## config.mk

```make
export PLATFORM = sky130hd
export DESIGN_NAME = gray_counter_flat
export DESIGN_NICKNAME = d
export VERILOG_FILES = /design/src/rtl/gray_counter_if.sv /design/src/rtl/gray_counter.sv /design/src/flat_wrapper.sv
export SDC_FILE = /design/constraint.sdc
export NUM_CORES = 1
export LEC_CHECK = 0
export BUFFER_PORTS_ARGS = -buffer_cell sky130_fd_sc_hd__buf_2
export CAP_MARGIN = 25
export CORE_MARGIN = 2
export CORE_UTILIZATION = 40
export DETAILED_ROUTE_END_ITERATION = 8
export PLACE_DENSITY = 0.8
export RECOVER_POWER = 25
export SETUP_SLACK_MARGIN = 0.2
export SLEW_MARGIN = 5
export SYNTH_ARGS = -nofsm -noshare
export SYNTH_HDL_FRONTEND = slang
export SYNTH_SLANG_ARGS = --single-unit
```

## constraint.sdc

```tcl
create_clock -name clk -period 2.1 [get_ports clk]
set_input_delay 0.21 -clock clk [delete_from_list [all_inputs] [get_ports clk]]
set_output_delay 0.21 -clock clk [all_outputs]
set_load 0.02 [all_outputs]
```

## src/rtl/gray_counter_if.sv

```systemverilog
// Bundle for the Gray counter: counter controls/status plus the converter stream.
// The master side drives the controls and operands; the slave side (the counter) drives the results.
interface gray_counter_if #(
    parameter int unsigned WIDTH = 4
);
    logic             en;
    logic             up;
    logic             load;
    logic [WIDTH-1:0] load_bin;
    logic [WIDTH-1:0] bin;
    logic [WIDTH-1:0] gray;
    logic             tc;
    logic             cvt_valid_in;
    logic             cvt_mode;
    logic [WIDTH-1:0] cvt_data_in;
    logic             cvt_valid_out;
    logic [WIDTH-1:0] cvt_data_out;

    modport master (
        output en, up, load, load_bin, cvt_valid_in, cvt_mode, cvt_data_in,
        input  bin, gray, tc, cvt_valid_out, cvt_data_out
    );

    modport slave (
        input  en, up, load, load_bin, cvt_valid_in, cvt_mode, cvt_data_in,
        output bin, gray, tc, cvt_valid_out, cvt_data_out
    );
endinterface

```

## src/rtl/gray_counter.sv

```systemverilog
// Up/down Gray-code counter with parallel load and wrap flag, plus an
// independent 1-cycle pipelined binary<->Gray converter.
module gray_counter #(
    parameter int unsigned WIDTH = 4
) (
    input logic         clk,
    input logic         rst_n,
    gray_counter_if.slave bus
);
    localparam int unsigned W = WIDTH;

    function automatic logic [W-1:0] bin2gray(input logic [W-1:0] b);
        return b ^ (b >> 1);
    endfunction

    // Prefix XOR from the MSB down: b[i] = ^g[W-1:i].
    function automatic logic [W-1:0] gray2bin(input logic [W-1:0] g);
        logic [W-1:0] b;
        b = g;
        for (int unsigned k = 1; k < W; k++) begin
            b = b ^ (g >> k);
        end
        return b;
    endfunction

    logic [W-1:0] bin_q;
    logic [W-1:0] bin_d;
    logic [W-1:0] gray_q;
    logic         tc_q;
    logic         tc_d;
    logic         cvt_valid_q;
    logic [W-1:0] cvt_data_q;
    logic [W-1:0] cvt_data_d;

    // Next count: load beats enable; wrap is flagged on the step itself.
    always_comb begin
        bin_d = bin_q;
        tc_d  = 1'b0;
        if (bus.load) begin
            bin_d = bus.load_bin;
        end else if (bus.en) begin
            if (bus.up) begin
                bin_d = bin_q + W'(1);
                tc_d  = (bin_q == {W{1'b1}});
            end else begin
                bin_d = bin_q - W'(1);
                tc_d  = (bin_q == {W{1'b0}});
            end
        end
    end

    always_comb begin
        cvt_data_d = cvt_data_q;
        if (bus.cvt_valid_in) begin
            cvt_data_d = bus.cvt_mode ? gray2bin(bus.cvt_data_in) : bin2gray(bus.cvt_data_in);
        end
    end

    // Gray is registered from the next binary value so both update on the same edge.
    always_ff @(posedge clk) begin
        if (!rst_n) begin
            bin_q       <= '0;
            gray_q      <= '0;
            tc_q        <= 1'b0;
            cvt_valid_q <= 1'b0;
            cvt_data_q  <= '0;
        end else begin
            bin_q       <= bin_d;
            gray_q      <= bin2gray(bin_d);
            tc_q        <= tc_d;
            cvt_valid_q <= bus.cvt_valid_in;
            cvt_data_q  <= cvt_data_d;
        end
    end

    assign bus.bin           = bin_q;
    assign bus.gray          = gray_q;
    assign bus.tc            = tc_q;
    assign bus.cvt_valid_out = cvt_valid_q;
    assign bus.cvt_data_out  = cvt_data_q;
endmodule

```

## src/flat_wrapper.sv

```systemverilog
// flat-port wrapper written by rule: the top's interface ports become plain ports
module gray_counter_flat 
#(
    parameter int unsigned WIDTH = 4
)
  (clk, rst_n, bus_en, bus_up, bus_load, bus_load_bin, bus_cvt_valid_in, bus_cvt_mode, bus_cvt_data_in, bus_bin, bus_gray, bus_tc, bus_cvt_valid_out, bus_cvt_data_out);
  gray_counter_if #(.WIDTH(WIDTH)) bus_i ();
  input logic clk;
  input logic rst_n;
  input wire logic [$bits(bus_i.en)-1:0] bus_en;
  input wire logic [$bits(bus_i.up)-1:0] bus_up;
  input wire logic [$bits(bus_i.load)-1:0] bus_load;
  input wire logic [$bits(bus_i.load_bin)-1:0] bus_load_bin;
  input wire logic [$bits(bus_i.cvt_valid_in)-1:0] bus_cvt_valid_in;
  input wire logic [$bits(bus_i.cvt_mode)-1:0] bus_cvt_mode;
  input wire logic [$bits(bus_i.cvt_data_in)-1:0] bus_cvt_data_in;
  output wire logic [$bits(bus_i.bin)-1:0] bus_bin;
  output wire logic [$bits(bus_i.gray)-1:0] bus_gray;
  output wire logic [$bits(bus_i.tc)-1:0] bus_tc;
  output wire logic [$bits(bus_i.cvt_valid_out)-1:0] bus_cvt_valid_out;
  output wire logic [$bits(bus_i.cvt_data_out)-1:0] bus_cvt_data_out;
  assign bus_i.en = bus_en;
  assign bus_i.up = bus_up;
  assign bus_i.load = bus_load;
  assign bus_i.load_bin = bus_load_bin;
  assign bus_i.cvt_valid_in = bus_cvt_valid_in;
  assign bus_i.cvt_mode = bus_cvt_mode;
  assign bus_i.cvt_data_in = bus_cvt_data_in;
  assign bus_bin = bus_i.bin;
  assign bus_gray = bus_i.gray;
  assign bus_tc = bus_i.tc;
  assign bus_cvt_valid_out = bus_i.cvt_valid_out;
  assign bus_cvt_data_out = bus_i.cvt_data_out;
  gray_counter #(.WIDTH(WIDTH)) u_core (.clk(clk), .rst_n(rst_n), .bus(bus_i));
endmodule
```

Word-level counts from Yosys, hierarchy flattened
Index checks and enable logic that the tools add are counted.
{ "word_totals": {"reg_bits": 14, "output_inout_bits": 14, "elab_cells": 21} }
{ "classes": {"n_addsub": 2, "n_eq_ne": 1, "muxes": 5, "n_bitwise": 6, "n_reduce_logical": 2} }
{ "op_table": {"columns": ["cell", "count"], "rows": [
  ["$mux W4", 4],
  ["$xor A4 B3 Y4", 2],
  ["$add A4 B1 Y4 const B", 1],
  ["$eq A4 B4 Y1 const B", 1],
  ["$logic_not A4 Y1", 1],
  ["$sub A4 B1 Y4 const B", 1],
  ["$xor A4 B1 Y4", 1],
  ["$xor A4 B2 Y4", 1],
  ["$reduce_or A3 Y1", 1],
  ["$not A1 Y1", 2],
  ["$mux W1", 1]
]} }

Depth between registers and ports, before layout
Gate-level depths: netlist of run 1.
{ "depth": {"depth_word": 5, "mapped_depth": 6, "ltp_nobuf": 6} }

Worst setup path before layout of run 1
No wires, ideal clock.
{ "synth_path": {"kind": "register -> register", "startpoint": "register u_core.bin_q[0] (netlist: u_core.bus.bin[0])", "endpoint": "register u_core.gray_q[0] (netlist: u_core.bus.gray[0])", "setup_time_ns": 0.115, "t_arrival_ns": 1.704, "required_ns": 1.985, "path_slack_ns": 0.281, "stages_incl_launch_ff": 6, "period_less_slack_ns": 1.819, "path_cell_list": "dfxtp_1 > fa_1 > mux2_2 > mux2i_1 > xor2_1 > and2_1"} }
{ "synth_between": {"elab_chain_cells": 5, "word_cells_on_any_way": 6, "classes_between": "2 x add/sub; 3 x mux; 1 x bitwise"} }
{ "synth_rtl": {"columns": ["element", "line_no", "rtl"], "rows": [
  ["from (decl)", "gray_counter.sv:26", "logic [W-1:0] bin_q;"],
  ["from (signal assigned)", "gray_counter.sv:68", "bin_q <= bin_d;"],
  ["$sub A4 B1 Y4 / $add A4 B1 Y4 (equally long branches)", "gray_counter.sv:46, gray_counter.sv:43", null],
  ["$mux W4", "gray_counter.sv:42", "if (bus.up) begin"],
  ["$mux W4 *", "gray_counter.sv:41", "end else if (bus.en) begin"],
  ["$mux W4 *", "gray_counter.sv:39", "if (bus.load) begin"],
  ["$xor A4 B3 Y4 *", "gray_counter.sv:13", "return b ^ (b >> 1);"],
  ["to (signal assigned)", "gray_counter.sv:69", "gray_q <= bin2gray(bin_d);"],
  ["to (decl)", "gray_counter.sv:28", "logic [W-1:0] gray_q;"]
]} }
Mark *: on every way between the ends. The rest lies on a longest branch, timed or not.
A chain may end at the register's enable or synchronous reset.

Worst setup path in the final report of run 1
{ "layout_path": {"startpoint": "register u_core.bin_q[0] (netlist: u_core.bus.bin[0])", "endpoint": "register u_core.gray_q[1] (netlist: u_core.bus.gray[1])"} }
{ "layout_between": {"elab_chain_cells": 5, "word_cells_on_any_way": 6, "classes_between": "2 x add/sub; 3 x mux; 1 x bitwise"} }
{ "layout_rtl": {"columns": ["element", "line_no"], "rows": [
  ["$sub A4 B1 Y4 / $add A4 B1 Y4 (equally long branches)", "gray_counter.sv:46, gray_counter.sv:43"],
  ["$mux W4 *", "gray_counter.sv:42"],
  ["$mux W4 *", "gray_counter.sv:41"],
  ["$mux W4 *", "gray_counter.sv:39"],
  ["$xor A4 B3 Y4 *", "gray_counter.sv:13"]
]} }
Marks and branches as above.

==> reports/qor.yml, run 1 <==
cellPowerDensity_nw_per_um2: 673
routabilityCongestion: 0.826
globalRouteTotalUtil_pct: 14.2
worstReg2RegEnd: "u_core.bus.gray[1]"
status: "finished clean"
cts-root-to-sink-buffers: 2
hpwl_mm: 1.17
yosys.area_share.simple_pct: 23.2
fin_worst_skew_ps: 4.45
detail-route-antenna-nets: 0
ys.flop_type: "sky130_fd_sc_hd__dfxtp_1"
reg2reg_slack_ps: 280
detailedRoute.firstIterationViolations: 8
achievable-frequency_ghz: 0.549
synth.cell_area_um2: 738
numCtsBuffers: 3
sequential_share_of_the_synthesized_area_pct: 35.3
portBuffers: 28
root_buffer: "sky130_fd_sc_hd__clkbuf_4"
overflow: 0
worstSetupStartpoint: "u_core.bus.bin[0]"
cpPeakStageDelay_ps: 480
synthArstFlopShare_pct: 0
die-height_um: 47.0
critical_path_class: "reg2reg"
std_cell_rows: 15
synthesis.nets: 96
start_util_pct: 42.8
synth.ff_latch_count: 13
vias_per_cell: 4.82
yosys_warnings: 0
number_of_enable_flip_flop_cells_after_synthesis: 0
worstPathCellList: "fa_1 > mux2_2 > mux2i_2 > o21ai_0 > a21boi_0"
holdCritPathClass: "in2reg"
post_synth_fa_ha_maj_area_fraction_pct: 6.10
crit_arrival_ps: 2020
setup_viol: 0
clkSinkCount: 13
core_region_area_um2: 1730
drt_drc_violations_left: 0
final-max-slew-violation-count: 0
start_kind: "register"
post-route-min-period_ps: 1820
period_share_pct: 86.8
synth.lib_cells_used.distinct: 38
synth-xor-area-share_pct: 8.31
routed_wire_length_per_instance_um: 11.1
max_slew_margin_pct: 71.9
cts_hold_repair_buffers: 0
fillers: 176
via_count_of_the_first_global_routing_pass: 522
grt_max_degree: 14
post-cts-setup-buffers: 0
timing.critical_path.to: "u_core.bus.gray[1]"
tritoncts: "built"
floorplan.io_pins: 29
ctsResizeCount: 0
fin_tns_setup_ps: 0
synthMuxAreaShare_pct: 8.98
clock_transition_at_the_registers_of_the_reported_paths_ps: 70
worst-slew-pin-transition_ps: 421
max_cap_violations: 0
critical_path_required_ps: 2290
post_route_cells_drive_above_1_share_pct: 30.5
combinational_family_with_the_most_area_after_synthesis: "simple AND/OR/NAND/NOR gates"
layout.core_utilization_pct: 52.8
antennaDiodeCount: 0
die_area_um2: 2210
critical_path_peak_fanout: 7
final_nets: 124
synth_compound_area_share_pct: 12.9
total_wire_length_after_detailed_routing_mm: 1.44
worstRegToRegCells: 5
crit-reg2reg-launch: "u_core.bus.bin[0]"
leakagePower_uw: 0.000439
die_x_um: 47.0
grt_first_pass_wirelength_mm: 2.20
max-vdd-ir-drop_mv: 0.427
critical_path.endpoint_type: "register"
h-tree-depth: 1
antenna_found_initial: 0
postSynthAreaPerCell_um2: 9.46
area_growth_syn_to_layout_pct: 23.6
detailedRoute.firstPassIterationCount: 2
clock_insertion_delay_worst_skew_ps: 270
rsz_0062_raised_after_global_routing: "yes"
cells_after_synth: 78
finalHoldViolations: 0
crit_path_top_delay_cell: "sky130_fd_sc_hd__dfxtp_1"
vias: 627
-- worst max-delay path, delay by kind of cell, from the launching register on --
kind	cells	cell delay (ps)
AOI/OAI and AO/OA	2	320
adders and majority gates	1	430
muxes	2	520
DFF	1	480
-- cell usage in the layout, fill, tap and decap left out, drive strengths merged, types with 4 or more instances in the layout --
cell type  Yosys  layout
buf            3      24
mux2i          4       4
dfxtp         13      13
nand2          4       4
clkbuf         2       8
nor2b          4       4
xnor2          4       4
-- per-layer routing --
layer	track usage, %	wire length [um]	up-vias
li1	-	-	329
met1	18.3	634	286
met2	23.0	744	12
met3	4.62	61	0
met4	3.33	0	0
met5	0	0	-
-- cell type report --
class	count	area (um^2)	area share (%)
Timing Repair Buffer	28	135	14.8
Clock buffer	4	26.3	2.88
Multi-Input combinational cell	57	448	49.1
Inverter	3	11.3	1.23
Tap cell	25	31.3	3.43
Sequential cell	13	260	28.5
-- Yosys cell counts (all sizes together), types with 2 or more instances --
| library cell | count | area, um^2 |
|---|---|---|
| a21boi | 2 | 15.0 |
| and2 | 3 | 18.8 |
| buf | 3 | 20.0 |
| clkbuf | 2 | 7.51 |
| dfxtp | 13 | 260 |
| ha | 2 | 25.0 |
| inv | 3 | 11.3 |
| mux2 | 2 | 26.3 |
| mux2i | 4 | 40.0 |
| nand2 | 4 | 15.0 |
| nand3 | 2 | 15.0 |
| nand3b | 2 | 15.0 |
| nor2 | 3 | 11.3 |
| nor2b | 4 | 25.0 |
| nor3 | 2 | 10.0 |
| nor3b | 2 | 15.0 |
| o21ai | 2 | 10.0 |
| xnor2 | 4 | 35.0 |
| xor2 | 3 | 26.3 |
-- worst min path at each step --
stage | end | from | depth (start not counted)
after floorplan | u_core.bus.bin[2] | rst_n | 1
after global placement | u_core.bus.cvt_data_out[0] | u_core.bus.cvt_data_out[0] | 2
after detailed placement | u_core.bus.cvt_data_out[0] | u_core.bus.cvt_data_out[0] | 2
after CTS | u_core.bus.tc | bus_en | 3
after global routing | u_core.bus.tc | bus_en | 3
final | u_core.bus.tc | bus_en | 3
-- cell families after synthesis --
group,after synthesis
flops,13
mux,6
fa+ha+maj,3
compound gates,13
xor+xnor,7
buf+inv,8
simple gates,28
-- state kept, by name, indices dropped and copies added (netlist names) --
signal	count
u_core.bus.gray	4
u_core.bus.bin	3
u_core.bus.cvt_valid_out	1
u_core.bus.cvt_data_out	4
u_core.bus.tc	1
-- where the power goes --
part / internal, uW / total (uW) / switching (uW)
Clock: 73.6 / 148 / 74.6
Combinational: 80.2 / 180 / 100
Sequential: 269 / 285 / 16.4
Total: 423 / 614 / 191
-- metrics by stage --
step	instance area, um^2	worst slack [ps]	total power, uW	cells	hold slack [ps]
3_3_place_gp	882	263	463	126	463
3_5_place_dp	882	218	469	126	474
6_report	912	278	614	130	242
4_1_cts	908	206	619	130	223
2_1_floorplan	738	281	416	78	350
5_1_grt	912	137	654	130	250
No activity file was read; power rests on OpenSTA's default activity.
==> run 2: changes to the inputs <==
--- a/config.mk
+++ b/config.mk
@@ -7,10 +7,12 @@
 export LEC_CHECK = 0
 export BUFFER_PORTS_ARGS = -buffer_cell sky130_fd_sc_hd__buf_2
 export CAP_MARGIN = 25
+export CELL_PAD_IN_SITES_DETAIL_PLACEMENT = 0
+export CELL_PAD_IN_SITES_GLOBAL_PLACEMENT = 1
 export CORE_MARGIN = 2
-export CORE_UTILIZATION = 40
+export CORE_UTILIZATION = 36
 export DETAILED_ROUTE_END_ITERATION = 8
-export PLACE_DENSITY = 0.8
+export PLACE_DENSITY = 0.92
 export RECOVER_POWER = 25
 export SETUP_SLACK_MARGIN = 0.2
 export SLEW_MARGIN = 5
==> constraint.sdc (replaced) <==
create_clock -name clk -period 2.2 [get_ports clk]
set_input_delay 0.22 -clock clk [delete_from_list [all_inputs] [get_ports clk]]
set_output_delay 0.22 -clock clk [all_outputs]
set_load 0.02 [all_outputs]
==> run 2 against run 1 <==
Cell area is 0.69% lower. Non-clock buffer count unchanged. Core utilization fell by 6.2 points. Clock skew down 3.4 ps. Sequential share of layout area rose by 0.20 points. Count of clock-buffer cells in the layout is the same. Critical endpoint is now u_core.bus.gray[2]. Largest power group unchanged.
==> reports/qor.yml, run 2 (synthesis gave the netlist of run 1 again) <==
status: "finished clean"
clock_transition_at_the_registers_of_the_reported_paths_ps: 80  # about the same
critical_path_required_ps: 2370  # +80 ps
max_cap_violations: 0  # unchanged
h-tree-depth: 1  # unchanged
cellPowerDensity_nw_per_um2: 650  # -3.4%
floorplan.io_pins: 29  # unchanged
core_region_area_um2: 1940  # +12%
achievable-frequency_ghz: 0.546  # -0.54%
max_slew_margin_pct: 73.2  # +1.2 points
cts_hold_repair_buffers: 0  # unchanged
worst-slew-pin-transition_ps: 400  # -21.0 ps
critical_path.endpoint_type: "register"
detailedRoute.firstPassIterationCount: 4  # +2
die_x_um: 49.3  # +5.0%
std_cell_rows: 16  # +1
portBuffers: 28  # unchanged
fin_tns_setup_ps: 0  # unchanged
tritoncts: "built"
detail-route-antenna-nets: 0  # unchanged
multi_input_area_um2: 439  # -2.0%
routabilityCongestion: 0.719  # -13%
post-route-min-period_ps: 1830  # +9.81 ps
period_share_pct: 83.3  # -3.5 points
globalRouteTotalUtil_pct: 13.4  # -0.74 points
cts-root-to-sink-buffers: 2  # unchanged
via_count_of_the_first_global_routing_pass: 583  # +12%
power_total_uw: 589  # -4.0%
final_nets: 124  # unchanged
crit_arrival_ps: 2000  # -20 ps
setup_viol: 0  # unchanged
layout.cells.most_common: "sky130_fd_sc_hd__buf_2"
post-cts-setup-buffers: 0  # unchanged
detailedRoute.firstIterationViolations: 11  # +3
grt_max_degree: 14  # unchanged
root_buffer: "sky130_fd_sc_hd__clkbuf_4"
numCtsBuffers: 3  # unchanged
stdcell_area_um2: 906  # -0.69%
leakagePower_uw: 0.000439  # about the same
routed_wire_length_per_instance_um: 10.8  # -2.5%
grt_first_pass_wirelength_mm: 2.55  # +16%
ff_latch_area_um2: 260  # unchanged
total_wire_length_after_detailed_routing_mm: 1.43  # -1.0%
area_growth_syn_to_layout_pct: 22.7
die-height_um: 49.3  # +5.0%
layoutNonFillerInstCount: 132  # +1.5%
final-max-slew-violation-count: 0  # unchanged
rsz_0062_raised_after_global_routing: "no"
antennaDiodeCount: 0  # unchanged
fin_worst_skew_ps: 1.09  # -3.36 ps
critical_path_peak_fanout: 7  # unchanged
drt_drc_violations_left: 0  # unchanged
start_util_pct: 38.0  # -4.7 points
antenna_found_initial: 0  # unchanged
finalHoldViolations: 0  # unchanged
vias: 628  # +0.16%
critical_path_class: "reg2reg"
postPlaceCellArea_um2: 885  # +0.28%
ctsResizeCount: 0  # unchanged
clkSinkCount: 13  # unchanged
start_kind: "register"
numPlacedInstances: 128  # +1.6%
die_area_um2: 2430  # +10%
vias_per_cell: 4.76  # -1.4%
overflow: 0  # unchanged
layout_common_cells: "24 x sky130_fd_sc_hd__buf_2, 13 x sky130_fd_sc_hd__dfxtp_1, 5 x sky130_fd_sc_hd__clkbuf_1"
post_route_cells_drive_above_1_share_pct: 28.6  # -1.9 points
fillers: 204  # +16%
fin_hold_ws_ps: 253  # +11.9 ps
max-vdd-ir-drop_mv: 0.356  # -17%
clock_insertion_delay_worst_skew_ps: 270  # about the same
holdCritPathClass: "in2reg"
==> run 2: cell counts in the layout (fill, tap and decap cells not counted) <==
No cell type changed its count.
==> run 2: final cells by class <==
type	count	share of cell area, %
Multi-Input combinational cell	57	48.5
Sequential cell	13	28.7
Timing Repair Buffer	28	14.9
Tap cell	27	3.73
Clock buffer	4	2.90
Inverter	3	1.24
==> run 2: where the power goes <==
group / internal [uW] / switching (uW)
Clock: 70.2 / 80.7
Sequential: 257 / 15.8
Combinational: 74.7 / 91.1
Total: 402 / 188
==> run 2: stage by stage <==
step	utilization, %	setup slack [ps]
floorplan	-	381
global placement	45.6	363
detailed placement	45.6	356
CTS	46.9	360
global route	46.6	234
finish	46.6	368
==> run 2: worst max-delay path, stage by stage, from the launching register on <==
cell and delay, ps:
sky130_fd_sc_hd__dfxtp_1 390, sky130_fd_sc_hd__fa_1 450, sky130_fd_sc_hd__xnor2_1 130, sky130_fd_sc_hd__a211oi_1 400, sky130_fd_sc_hd__nor3b_1 90, sky130_fd_sc_hd__mux2_4 270
==> run 2: layer usage <==
metal	routed length, um	GRT usage (%)	vias up
met3	61	2.15	2
met5	0	0	-
met1	663	18.8	283
li1	-	-	327
met4	14	7.14	0
met2	685	19.6	16
==> run 2: final timing paths <==
check	to	cells past startpoint	slack, ps	start
worst min-delay path	u_core.bus.tc	3	250	bus_en
worst max register to register	u_core.bus.gray[2]	5	370	u_core.bus.bin[0]
worst max-delay path	u_core.bus.gray[2]	5	370	u_core.bus.bin[0]
worst min register to register	u_core.bus.cvt_data_out[0]	2	480	u_core.bus.cvt_data_out[0]
